**src/rtl/dma_burst_streamer.sv**
```systemverilog
// dma_burst_streamer: splits one (address, byte count) descriptor into AXI burst
// requests with unaligned head/tail beats, 4 KB splitting, abort and done reporting.
module dma_burst_streamer #(
    parameter int STREAM_TYPE = 0,
    parameter int ADDR_WIDTH  = 32,
    parameter int DATA_WIDTH  = 512,
    parameter int MAX_BEATS   = 256,
    parameter int BYTES_WIDTH = 32
) (
    input  logic                    clk,
    input  logic                    rst_n,
    input  logic                    start_i,
    input  logic [ADDR_WIDTH-1:0]   desc_src_addr_i,
    input  logic [ADDR_WIDTH-1:0]   desc_dst_addr_i,
    input  logic [BYTES_WIDTH-1:0]  desc_bytes_i,
    input  logic                    abort_i,
    output logic                    req_valid_o,
    input  logic                    req_ready_i,
    output logic [ADDR_WIDTH-1:0]   req_addr_o,
    output logic [7:0]              req_len_o,
    output logic [2:0]              req_size_o,
    output logic [DATA_WIDTH/8-1:0] req_strb_o,
    output logic                    req_last_o,
    output logic                    busy_o,
    output logic                    done_o,
    output logic                    aborted_o
);
    localparam int BPB = DATA_WIDTH / 8;
    localparam int LB  = $clog2(BPB);

    typedef enum logic [1:0] {IDLE, RUN, DRAIN} state_t;

    state_t                 r_state;
    logic [ADDR_WIDTH-1:0]  r_addr;
    logic [BYTES_WIDTH-1:0] r_rem;
    logic                   r_valid;
    logic [ADDR_WIDTH-1:0]  r_req_addr;
    logic [7:0]             r_len;
    logic [2:0]             r_size;
    logic [BPB-1:0]         r_strb;
    logic                   r_last;
    logic                   r_done;
    logic                   r_aborted;

    // head/tail: one narrow beat covering [off .. off+n-1] of the current beat
    logic [LB-1:0]          w_off;
    logic                   w_head;
    logic [LB:0]            w_room;
    logic [LB:0]            w_n;
    logic [LB:0]            w_end;
    logic [BPB-1:0]         w_strb;
    // body: full beats limited by burst depth, remaining bytes and the 4 KB page
    logic [12:0]            w_page;
    logic [12:0]            w_lim;
    logic [BYTES_WIDTH-1:0] w_full;
    logic [12:0]            w_beats;
    logic [BYTES_WIDTH-1:0] w_cons;
    logic                   w_free;
    logic                   w_end_desc;

    assign w_off      = r_addr[LB-1:0];
    assign w_head     = (w_off != '0) || (r_rem < BYTES_WIDTH'(BPB));
    assign w_room     = (LB+1)'(BPB) - {1'b0, w_off};
    assign w_n        = (r_rem < BYTES_WIDTH'(w_room)) ? r_rem[LB:0] : w_room;
    assign w_end      = {1'b0, w_off} + w_n;
    assign w_strb     = w_head ? (({BPB{1'b1}} << w_off) &
                        (w_end[LB] ? {BPB{1'b1}} : ~({BPB{1'b1}} << w_end[LB-1:0]))) : {BPB{1'b1}};
    assign w_page     = (13'h1000 - {1'b0, r_addr[11:0]}) >> LB;
    assign w_lim      = (w_page < 13'(MAX_BEATS)) ? w_page : 13'(MAX_BEATS);
    assign w_full     = r_rem >> LB;
    assign w_beats    = (w_full < BYTES_WIDTH'(w_lim)) ? w_full[12:0] : w_lim;
    assign w_cons     = w_head ? BYTES_WIDTH'(w_n) : BYTES_WIDTH'(w_beats) << LB;
    assign w_free     = !r_valid || req_ready_i;
    assign w_end_desc = w_free && (r_rem == '0);

    always_ff @(posedge clk) begin
        if (!rst_n) begin
            r_state    <= IDLE;
            r_addr     <= '0;
            r_rem      <= '0;
            r_valid    <= 1'b0;
            r_req_addr <= '0;
            r_len      <= '0;
            r_size     <= '0;
            r_strb     <= '0;
            r_last     <= 1'b0;
            r_done     <= 1'b0;
            r_aborted  <= 1'b0;
        end else begin
            r_done    <= 1'b0;
            r_aborted <= 1'b0;
            r_size    <= 3'(LB);
            case (r_state)
                IDLE: if (start_i) begin
                    r_state <= RUN;
                    r_addr  <= (STREAM_TYPE != 0) ? desc_dst_addr_i : desc_src_addr_i;
                    r_rem   <= desc_bytes_i;
                end
                RUN: if (abort_i && r_valid && !req_ready_i) begin
                    r_state <= DRAIN;
                end else if (abort_i || w_end_desc) begin
                    r_state   <= IDLE;
                    r_valid   <= 1'b0;
                    r_done    <= 1'b0 | 1'b1;
                    r_aborted <= abort_i && !w_end_desc;
                end else if (w_free) begin
                    r_valid    <= 1'b1;
                    r_req_addr <= {r_addr[ADDR_WIDTH-1:LB], {LB{1'b0}}};
                    r_len      <= w_head ? 8'd0 : 8'(w_beats - 13'd1);
                    r_strb     <= w_strb;
                    r_last     <= (r_rem == w_cons);
                    r_addr     <= r_addr + ADDR_WIDTH'(w_cons);
                    r_rem      <= r_rem - w_cons;
                end
                DRAIN: if (req_ready_i) begin
                    r_state   <= IDLE;
                    r_valid   <= 1'b0;
                    r_done    <= 1'b1;
                    r_aborted <= 1'b1;
                end
                default: r_state <= IDLE;
            endcase
        end
    end

    assign req_valid_o = r_valid;
    assign req_addr_o  = r_req_addr;
    assign req_len_o   = r_len;
    assign req_size_o  = r_size;
    assign req_strb_o  = r_strb;
    assign req_last_o  = r_last;
    assign busy_o      = (r_state != IDLE);
    assign done_o      = r_done;
    assign aborted_o   = r_aborted;
endmodule
```
**config.mk**
```make
export PLATFORM = sky130hd
export DESIGN_NAME = dma_burst_streamer
export DESIGN_NICKNAME = d
export VERILOG_FILES = /design/src/rtl/dma_burst_streamer.sv
export SDC_FILE = /design/constraint.sdc
export NUM_CORES = 1
export LEC_CHECK = 0
export ABC_AREA = 0
export CORE_UTILIZATION = 58
export DETAILED_ROUTE_END_ITERATION = 10
export PLACE_DENSITY_LB_ADDON = 0.2
export SETUP_SLACK_MARGIN = 0.5
export SLEW_MARGIN = 30
export SYNTH_ARGS = -nofsm -noshare
export SYNTH_HDL_FRONTEND = slang
export SYNTH_SLANG_ARGS = --single-unit
```
**constraint.sdc**
```tcl
create_clock -name clk -period 9.75 [get_ports clk]
set_input_delay 1.95 -clock clk [delete_from_list [all_inputs] [get_ports clk]]
set_output_delay 1.95 -clock clk [all_outputs]
set_load 0.02 [all_outputs]
```
==> flow_summary.toml, run 1 <==
[place]
dp.cells = 1890
port_buffers = 173
hpwl_um = 27800
gp_congestion = 0.963
place_area_um2 = 13500

[floorplan]
fp.coreArea_um2 = 19600
rows = 51
dieWidth_um = 144
io_pins = 213
die_y_um = 144
start_util_pct = 59.5
die_area_um2 = 20700

[logic_synthesis]
synth_top_area_cell = "dfxtp_1"
yosys.cell_types.count = 89
ys_warn_count = 0
synth_commonest_cells = "a21oi_1 (169), dfxtp_1 (169), nand2_1 (161)"
syn_area_um2 = 11700
synthCells = 1523
synth_top_area_share_pct = 29.0
synth_seq_cells = 169
synth_area_per_cell_um2 = 7.66
yosys_most_used_dff = "dfxtp_1"
synth_enable_flop_cells = 0
synth_area_leaders = "dfxtp_1 (29%), a21oi_1 (7.3%), ha_1 (7.2%), o21ai_0 (5.2%), nand2_1 (5.2%)"
synth-seq-area-share_pct = 29.0
async_flop_share_pct = 0

[timing]
tightest_slew_ns = 1.06
timing.final.crit_share_pct = 73.1
report.final.hold_viol_count = 0
drv_slew = 0
clock_skew_ns = 0.0219
fmax_ghz = 0.140
rsz0062_at_grt = "no"
period_minus_slack_ns = 7.13
maxSlewHeadroom_pct = 29.4
setup_viol = 0
tns_ns = 0

[worst_hold_path]
hold_class = "register to register"

[power_and_ir_drop]
ir_drop_uv = 181
leakage_nw = 5.48
p_per_area_nw_per_um2 = 291

[global_route]
antenna_found_initial = 0
grt_max_degree = 75
grt_first_pass_wirelength_um = 61700
overflow = 0
grt_use_total_pct = 38.5
grt_pass1_vias = 11800

[status]
outcome = "finished, final reports clean"

[worst_setup_path]
r2r_slack_ns = 2.62
reg2reg_from = "r_addr[2]"
timing.rr.end = "r_addr[23]"
crit_path_max_incr_delay_ns = 0.77
crit_slowest_cell = "o311ai_0"
cp.arrival_ns = 7.48
worst-setup-path-type = "register to register"
setup.worst_path.start_class = "register"
endpoint_kind = "register"
crit_start = "r_addr[2]"
cp-endpoint = "r_addr[23]"
crit_required_ns = 10.11
crit_chain = "or2_2 > or4_1 > nor3_1 > xor2_1 > ha_1 > a21oi_1 > o21ai_0 > a2111o_1 > a21o_1 > mux2i_1 > nand2b_1 > inv_1 > ha_1 > nand2_1 > a211oi_1 > nor4_1 > o311ai_0 > nor2b_1 > a211oi_1 > a311oi_1"
crit_fanout = 15
r2r_cells = 20

[route]
dr.first_iter.drc_count = 1386
post_drt_via_cell_ratio = 6.62
antenna_left = 0
vias = 12700
drcViolationCount = 0
dr.pass1.iters = 6
avgRoutedWirePerCell_um = 20.6
wirelength_um = 39700

[clock_tree]
path_clk_slew_ns = 0.08
cts_tree = "built"
hold_buffers = 0
ctsLongestPathBuffers = 2
cts_root_buffer = "clkbuf_16"
post-cts-setup-buffers = 0
htree_levels = 4
clock_latency_ns = 0.45
clock_sinks = 169
numCtsBuffers = 17
post_cts_resized = 0

[finish]
nets = 1815
drive_gt1_share_pct = 5.85
antennaDiodeCount = 0
layoutNonFillerInstCount = 1922
fin_area_um2 = 14100
syn_to_final_growth_pct = 20.9

[job]
drv_cap = 0
==> sequential cells by signal, indices dropped and copies added, names as in the netlist <==
register	cells
req_strb_o	64
r_addr	32
r_rem	32
req_addr_o	26
req_len_o	8
r_state	2
aborted_o	1
done_o	1
req_last_o	1
req_size_o	1
req_valid_o	1
==> final cells by class <==
| class | count | area [um2] |
|---|---|---|
| clock buffer | 17 | 425 |
| clock inverter | 15 | 171 |
| fill | 1625 | 5490 |
| inverter | 56 | 210 |
| multi-input combinational | 1209 | 7720 |
| sequential | 169 | 3380 |
| tap | 265 | 332 |
| timing repair buffer | 191 | 1860 |
==> routing by layer <==
metal	routed length, um	global-route usage (%)	vias to the layer above
met1	15700	48.6	5975
met4	1580	17.5	0
met3	4010	7.20	130
met5	0	0	-
met2	18400	63.3	762
li1	-	-	5857
==> stage by stage <==
| step | power, mW | setup slack (ns) | hold WS [ns] | util [%] |
|---|---|---|---|---|
| 2_1_floorplan | 2.60 | 4.22 | 0.440 | - |
| 3_3_place_gp | 3.27 | 2.76 | 0.438 | 68.9 |
| 3_5_place_dp | 3.31 | 2.70 | 0.444 | 68.9 |
| 4_1_cts | 4.02 | 2.63 | 0.454 | 72.0 |
| 5_1_grt | 4.32 | 2.21 | 0.480 | 72.0 |
| 6_report | 4.10 | 2.62 | 0.454 | 72.0 |
==> worst max-delay path: cells and delay by family (launching register included) <==
| kind | cells | cell delay (ns) |
|---|---|---|
| buf+inv | 1 | 0.06 |
| flops | 1 | 0.51 |
| fa+ha+maj | 2 | 0.69 |
| simple gates | 7 | 2.32 |
| mux | 1 | 0.40 |
| xor+xnor | 1 | 0.44 |
| compound gates | 8 | 2.60 |
==> power breakdown <==
part | total (mW) | internal, mW | switching, mW
registers | 0.954 | 0.814 | 0.140
clock network | 0.707 | 0.367 | 0.340
logic | 2.44 | 0.884 | 1.56
==> logic make-up after synthesis <==
family / count (synthesis) / synth area share (%)
AO/OA/AOI/OAI: 540 / 29.8
XOR/XNOR: 39 / 2.93
adder cells (fa/ha/maj): 70 / 7.70
buffers and inverters: 163 / 5.85
flip-flops: 169 / 29.0
multiplexers: 31 / 2.79
other: 2 / 0.0644
AND/OR/NAND/NOR: 509 / 21.8
==> worst min path at each step <==
stage | start | endpoint | slack [ns] | cells after the start
2_1_floorplan | r_addr[24] | req_addr_o[24] | 0.44 | 2
3_3_place_gp | req_strb_o[31] | req_strb_o[31] | 0.44 | 2
3_5_place_dp | req_strb_o[46] | req_strb_o[46] | 0.44 | 2
4_1_cts | req_len_o[1] | req_len_o[1] | 0.45 | 2
5_1_grt | req_addr_o[26] | req_addr_o[26] | 0.48 | 2
6_report | req_len_o[1] | req_len_o[1] | 0.45 | 2
==> cells in the final DEF (no fill, tap or decap), drive strengths merged, types with 8 or more instances in the layout <==
master	n
clkdlybuf4s50	172
a21oi	169
dfxtp	169
nand2	162
o21ai	125
nor2	101
ha	67
inv	65
nand3	46
nor3	31
a211oi	27
o211ai	27
mux2i	25
xnor2	25
a21o	22
nand4	22
conb	20
or3	20
and3	19
buf	19
a31oi	18
nand2b	17
clkbuf	17
nor2b	15
xor2	14
nor4	14
nor3b	13
o32ai	13
o21a	12
a311oi	12
and2	12
o311ai	12
or2	11
a22oi	10
a22o	10
or4	10
o22ai	9
o21bai	8
No activity file was read; power rests on OpenSTA's default activity.
==> inputs of run 2 (changes only) <==
- CORE_UTILIZATION: 58 -> 54
- clock period: 9.75 -> 7.4 ns (I/O delays scaled with it)
==> flow_summary.toml, run 2 (same netlist as run 1, synthesis figures left out) <==
[global_route]
grt_pass1_vias = 11600
grt_first_pass_wirelength_um = 63000
overflow = 0
grt_use_total_pct = 36.5
grt_max_degree = 64
antenna_found_initial = 0

[place]
post-place-ws_ns = 0.689
dp.cells = 1908
hpwl_um = 28700
gp_congestion = 0.998
port_buffers = 173

[finish]
layoutNonFillerInstCount = 1940
antennaDiodeCount = 0
largest_register_ffs = 64
final_common_cell = "clkdlybuf4s50_1"
drive_gt1_share_pct = 6.61
nets = 1823
syn_to_final_growth_pct = 22.4
layout_common_cells = "clkdlybuf4s50_1 (172), a21oi_1 (169), dfxtp_1 (169), nand2_1 (160), o21ai_0 (122)"

[worst_hold_path]
hold_class = "register to register"
whs_path_depth = 2
hold_path_end = "req_strb_o[31]"
worstHoldStart = "req_strb_o[31]"

[floorplan]
die_y_um = 149
start_util_pct = 55.3
io_pins = 213
rows = 53
die_area_um2 = 22200
dieWidth_um = 149
fp.coreArea_um2 = 21100

[power_and_ir_drop]
p_sw_mw = 2.76
p_clk_share_pct = 17.7
pwr-share-seq_pct = 22.6
p_int_mw = 2.76
p_sw_share_pct = 49.9
combPwrFrac_pct = 59.6
p_per_area_nw_per_um2 = 387
power.total_mw = 5.52
ir_drop_uv = 201
leakage_nw = 5.55

[route]
dr.first_iter.drc_count = 1225
drcViolationCount = 0
avgRoutedWirePerCell_um = 21.0
antenna_left = 0
post_drt_via_cell_ratio = 6.52
vias = 12600
wirelength_um = 40700
dr.pass1.iters = 5

[timing]
maxSlewHeadroom_pct = 30.7
drv_slew = 0
timing.final.crit_share_pct = 88.2
setup_viol = 0
fmax_ghz = 0.153
fin_ws_ns = 0.876
clock_skew_ns = 0.0126
period_minus_slack_ns = 6.52
rsz0062_at_grt = "no"
report.final.hold_viol_count = 0
fin_hold_ws_ns = 0.449
tns_ns = 0
tightest_slew_ns = 1.03

[worst_setup_path]
endpoint_kind = "register"
cpMostUsedCell = "a21oi_1"
crit_slowest_cell = "or4b_2"
crit_path_max_incr_delay_ns = 0.71
worst-setup-path-type = "register to register"
timing.rr.end = "r_rem[27]"
crit_required_ns = 7.77
r2r_slack_ns = 0.88
crit_fanout = 15
crit_chain = "or2_2 > or4_1 > nor3_1 > xor2_2 > ha_1 > a21oi_1 > o21ai_0 > a2111o_1 > a21o_1 > mux2_4 > nand2_1 > ha_1 > a21oi_1 > o21bai_1 > a21oi_1 > o221a_2 > a21oi_1 > or4b_2 > a31oi_1"
reg2reg_from = "r_addr[2]"
cp.arrival_ns = 6.89
setup.worst_path.start_class = "register"
r2r_cells = 19

[clock_tree]
post-cts-setup-buffers = 0
post_cts_resized = 0
ctsLongestPathBuffers = 2
cts_tree = "built"
cts_root_buffer = "clkbuf_16"
hold_buffers = 0
clock_sinks = 169
path_clk_slew_ns = 0.08
htree_levels = 4
clock_latency_ns = 0.45
numCtsBuffers = 17

[job]
drv_cap = 0

[status]
outcome = "finished, final reports clean"
[run 2: power groups by stage]
stage / sequential, mW / clock, mW / combinational [mW]
6_report: 1.25 / 0.979 / 3.29
4_1_cts: 1.24 / 0.984 / 3.17
3_3_place_gp: 1.26 / 0 / 3.09
5_1_grt: 1.26 / 1.01 / 3.56
2_1_floorplan: 1.31 / 0 / 2.11
3_5_place_dp: 1.26 / 0 / 3.14
[run 2: metal layers]
layer	GRT usage (%)	wire (um)	part of all wire, %	up-vias
met1	47.3	16800	41	5940
met2	58.7	18600	46	716
met4	15.9	1540	3.8	0
met3	7.16	3730	9.2	120
li1	-	-	-	5871
met5	0	0	0	-
[run 2: how the worst max path moves through the flow]
stage,startpoint,to,slack [ns],cells past startpoint
3_5_place_dp,r_addr[2],r_addr[29],0.69,20
4_1_cts,r_addr[2],r_addr[29],0.66,20
6_report,r_addr[2],r_rem[27],0.88,19
5_1_grt,r_addr[2],r_rem[27],0.60,19
3_3_place_gp,r_addr[2],r_addr[29],0.82,20
2_1_floorplan,r_addr[2],r_addr[23],1.87,23
[run 2: critical path, delay by kind of cell (launching register included)]
kind	cells	cell delay, ns
compound gates	10	2.39
xor+xnor	1	0.30
fa+ha+maj	2	0.69
flops	1	0.52
mux	1	0.41
simple gates	5	2.12
[run 2: through the flow]
| stage | util (%) | area [um2] |
|---|---|---|
| final | 67.7 | 14300 |
| after global routing | 67.7 | 14300 |
| after CTS | 67.5 | 14200 |
| after detailed placement | 64.4 | 13600 |
| after global placement | 64.4 | 13600 |
| after floorplan | - | 11700 |
[run 2: cell type report]
cell class              instances  area (um2)
clock inverters                15         218
flip-flops and latches        169        3380
repair buffers                199        1920
well taps                     275         344
inverters                      56         210
clock buffers                  17         425
multi-input cells            1209        7770
fillers                      1851        6820
